File: src/rtl/serial_tx.sv
// serial_tx: frames a parallel word as start bit, DATA_W data bits LSB first, stop bit
module serial_tx #(
   parameter int DATA_W       = 8,
   parameter int CLKS_PER_BIT = 4
) (
   input  logic              clk,
   input  logic              rst,
   input  logic [DATA_W-1:0] din,
   input  logic              din_valid,
   output logic              din_ready,
   output logic              txd,
   output logic              busy,
   output logic              done
);
   localparam int CW = CLKS_PER_BIT > 1 ? $clog2(CLKS_PER_BIT) : 1;
   localparam int BW = DATA_W > 1 ? $clog2(DATA_W) : 1;
   localparam logic [CW-1:0] C_LAST = CW'(CLKS_PER_BIT - 1);
   localparam logic [BW-1:0] B_LAST = BW'(DATA_W - 1);
   localparam logic [1:0] IDLE  = 2'd0;
   localparam logic [1:0] START = 2'd1;
   localparam logic [1:0] DATA  = 2'd2;
   localparam logic [1:0] STOP  = 2'd3;
   logic [1:0]        state;
   logic [CW-1:0]     cnt;
   logic [BW-1:0]     bit_cnt;
   logic [DATA_W-1:0] shreg;
   logic              bit_end;
   // handshake and status follow the state directly so din_ready is always !busy
   always_comb begin
      bit_end   = cnt == C_LAST;
      busy      = state != IDLE;
      din_ready = state == IDLE;
   end
   // frame sequencer; txd is registered and loaded one edge ahead of each symbol
   always_ff @(posedge clk) begin
      if (!rst) begin
         state   <= IDLE;
         cnt     <= '0;
         bit_cnt <= '0;
         shreg   <= '0;
         txd     <= 1'b1;
         done    <= 1'b0;
      end else begin
         done <= 1'b0;
         cnt  <= (state == IDLE || bit_end) ? '0 : cnt + 1'b1;
         case (state)
            IDLE: if (din_valid) begin
               shreg <= din;
               state <= START;
               txd   <= 1'b0;
            end
            START: if (bit_end) begin
               state   <= DATA;
               txd     <= shreg[0];
               shreg   <= shreg >> 1;
               bit_cnt <= '0;
            end
            DATA: if (bit_end) begin
               if (bit_cnt == B_LAST) begin
                  state   <= STOP;
                  txd     <= 1'b1;
                  bit_cnt <= '0;
               end else begin
                  bit_cnt <= bit_cnt + 1'b1;
                  txd     <= shreg[0];
                  shreg   <= shreg >> 1;
               end
            end
            default: if (bit_end) begin
               state <= IDLE;
               done  <= 1'b1;
            end
         endcase
      end
   end
endmodule

File: config.mk
export PLATFORM = sky130hd
export DESIGN_NAME = serial_tx
export DESIGN_NICKNAME = d
export VERILOG_FILES = /design/src/rtl/serial_tx.sv
export SDC_FILE = /design/constraint.sdc
export NUM_CORES = 1
export LEC_CHECK = 0
export BUFFER_PORTS_ARGS = -buffer_cell sky130_fd_sc_hd__buf_2
export CAP_MARGIN = 10
export CORE_MARGIN = 1.5
export CORE_UTILIZATION = 54
export DETAILED_ROUTE_END_ITERATION = 16
export PLACE_DENSITY = 0.73
export SETUP_SLACK_MARGIN = 0.5
export SYNTH_ARGS = -nofsm -noshare
export SYNTH_HDL_FRONTEND = slang
export SYNTH_SLANG_ARGS = --single-unit
export TNS_END_PERCENT = 50
File: constraint.sdc
create_clock -name clk -period 1.6 [get_ports clk]
set_input_delay 0.16 -clock clk [delete_from_list [all_inputs] [get_ports clk]]
set_output_delay 0.16 -clock clk [all_outputs]
set_load 0.02 [all_outputs]
==> summary.txt <==
GRT met2 Usage - 31.55%
Utilization after layout - 72.53%
Setup crit end kind - flip-flop
Number of flops mapped to enable cells by yosys - 0
Via count - 764
RSZ-0062 raised after global routing - yes
CTS tree - yes
Minimum clock period - 1.365 ns
Largest family of logic cells by synthesized area - multiplexers
FF-to-FF Start - state[1]$_SDFFE_PN0P_
CP arrival - 1.55 ns
Initial antenna violation count - 0
XOR/XNOR Fraction of Synth Area - 0%
Switch share - 37.09%
M3 GR Usage - 5.952%
Slowest library cell on the worst path - dfxtp_4
Final setup vio count - 0
Global-route wire length before repair - 3070 um
Total chip power - 0.002135 W
Most frequent cell after synthesis - nand2_1
Crit. Startpoint - state[1]$_SDFFE_PN0P_
Seq pwr share - 29.8%
Post-synthesis compound-gate area fraction - 9.910%
Max Slew Vio Count - 0
Gate power share - 59.2%
Internal - 0.001343 W
Pwr/cell area - 1724 nW/um^2
P_leak - 0.5662 nW
Clock root buffer - clkbuf_4
Ys async rst share - 0%
Clock-pin slew on the worst setup and hold paths - 0.10 ns
Tot GR Track Use - 21.38%
Setup TNS - 0 ns
Layout cells sized above 1 - 41.80%
Final #Nets - 144
Ys Warns - 0
Overflow left after global routing - 0
Final hold vios - 0
Die height - 45.43 um
Synth Area in Adders - 12.87%
GPL Wtd Cong - 0.7930
Max-Cap Viols - 0
Width of the die - 45.43 um
Peak fanout along the critical path - 8
Critical path class - flip-flop to flip-flop
I/O Buffers - 14
Via density per instance - 5.197
Top cells by area, synth - dfxtp_1, ha_1, mux2i_1, nand2_1, mux2_2
Number of global-route vias before repair - 677
Drt total wl - 1855 um
Crit path to - shreg[0]$_SDFFE_PN0P_
Critical Path Start Type - flip-flop
Layout area overhead - 27.41%
FMAX - 732.7 MHz
Largest net degree at the start of global routing - 22
Synthesized area - 972.2 um^2
Hold/Removal Path Class - input pin to flip-flop
Outcome - completed
Slowest cell delay on critical path - 0.37 ns
Yosys cell types - 29
Post-synth top flop - dfxtp_1
Syn Inst Count - 101
Switching power of the nets - 0.0007919 W
Worst skew pair latency - 0.30 ns
Initial core utilization - 56.92%
Remaining antenna violation count - 0
Fill cells - 134
Number of I/O pins - 15
Multiplexer share of the synthesized area - 18.40%
Most Used Layer, Global Route - met2
# diodes - 0
Synth Area in Simple Gates - 18.28%
Final cycle utilization of the critical path - 85.30%
Area of the die - 2064 um^2
Top post-synthesis cells by count - nand2_1, dfxtp_1, ha_1, mux2i_1, inv_1
Worst Reg2Reg Path Length in Cells - 5
Crit path cell chain - buf_6 > ha_4 > o21bai_4 > nand4_4 > mux2i_1
Post-synthesis sequential area ratio - 35.01%
Cell taking the most area after synthesis - dfxtp_1
Detailed-placement wirelength estimate - 1296 um
Slew @ Worst Pin - 0.3460 ns
Worst R2R Setup Slack - 0.24 ns
# H-tree levels - 1
CTS sink cnt - 17
Syn Area/Cell - 9.626 um^2
Relative max-transition margin - 76.94%
Initial DRC Count - 9
Max Root-Sink Buffers - 2
Yosys top cell area share - 35.01%
TritonCTS Buffers - 3
Clock power share - 11.1%
Drt pass-1 iters - 3
Data required, critical path - 1.79 ns
R2r endpoint - shreg[0]$_SDFFE_PN0P_
Post-synthesis sequential element count - 17
IR drop worst, VDD - 1.569 mV
Clk_skew - 0.002770 ns
CORE AREA - 1708 um^2
Number of remaining DRC errors - 0
Hold buffers post-CTS - 0
DR WL/cell - 12.62 um
Row cnt - 15
Syn Nets - 122
GR Util met1 - 28.47%
==> power groups by stage <==
stage / clock [W] / combinational [W] / sequential (W)
global route: 0.000262 / 0.00137 / 0.000645
global placement: 0 / 0.00103 / 0.000654
CTS: 0.000242 / 0.00124 / 0.000632
detailed placement: 0 / 0.00104 / 0.000655
floorplan: 0 / 0.000899 / 0.000648
finish: 0.000236 / 0.00126 / 0.000635
==> worst max-delay path: cells and delay by family, from the launching register on <==
kind            cells  cell delay, ns
compound gates      1            0.16
simple gates        1            0.23
buf+inv             1            0.13
fa+ha+maj           1            0.18
flops               1            0.37
mux                 1            0.18
==> cell usage in the layout, fill, tap and decap left out, types with 2 or more instances in the layout <==
cell,Yosys,routed
nand2_2,0,3
ha_4,0,2
clkbuf_4,0,3
dfxtp_4,0,2
a21oi_1,2,2
ha_1,10,5
mux2_4,0,7
nand2_1,23,20
ha_2,0,3
inv_4,0,2
inv_1,8,5
dfxtp_1,17,14
buf_4,0,4
mux2i_1,10,10
buf_2,1,14
buf_6,1,2
==> through the flow <==
stage	hold WS, ns	instance area (um^2)	std cells	worst slack [ns]
after floorplan	0.3232	1054	101	0.2818
after global placement	0.4160	1121	136	0.2244
final	0.1260	1239	147	0.2353
after detailed placement	0.4260	1121	136	0.1669
after CTS	0.1219	1222	146	0.2295
after global routing	0.1287	1239	147	0.1694
==> sequential cells by signal, summed over array words and instances (netlist names) <==
register / count
cnt: 2
txd: 1
bit_cnt: 3
state: 2
shreg: 8
done: 1
==> worst min-delay path by stage <==
stage | from | to | slack (ns) | depth (start not counted)
2_1_floorplan | din[7] | shreg[7]$_SDFFE_PN0P_ | 0.32 | 2
3_3_place_gp | cnt[0]$_SDFF_PP0_ | cnt[0]$_SDFF_PP0_ | 0.42 | 1
3_5_place_dp | cnt[0]$_SDFF_PP0_ | cnt[0]$_SDFF_PP0_ | 0.43 | 1
4_1_cts | din[7] | shreg[7]$_SDFFE_PN0P_ | 0.12 | 3
5_1_grt | din[7] | shreg[7]$_SDFFE_PN0P_ | 0.13 | 3
6_report | din[7] | shreg[7]$_SDFFE_PN0P_ | 0.13 | 3
==> logic make-up (layout without fill, tap and decap cells) <==
group,Yosys count,after routing
AO/OA/AOI/OAI,11,11
adder cells (fa/ha/maj),10,10
buffers and inverters,12,33
flip-flops,17,17
multiplexers,17,17
AND/OR/NAND/NOR,34,34
==> metal layers <==
| metal | vias up | share of wire (%) | wire length [um] |
|---|---|---|---|
| met5 | - | 0 | 0 |
| met4 | 0 | 2.0 | 37 |
| met3 | 5 | 3.2 | 59 |
| met2 | 13 | 48 | 887 |
| met1 | 357 | 47 | 871 |
| li1 | 389 | - | - |
==> area by class of cell <==
cell class / count / area, um^2 / area share, %
multi-input combinational: 72 / 654.4 / 52.83
clock buffer: 4 / 26.28 / 2.121
sequential: 17 / 349.1 / 28.18
tap: 25 / 31.28 / 2.525
timing repair buffer: 21 / 142.6 / 11.52
inverter: 8 / 35.03 / 2.828
==> repair_timing <==
action	in CTS	in global routing
pin swaps	4	1
buffers inserted	6	1
endpoints found under the setup margin	17	17
gates resized for setup	8	3
Power figures use the tool's default switching activity.
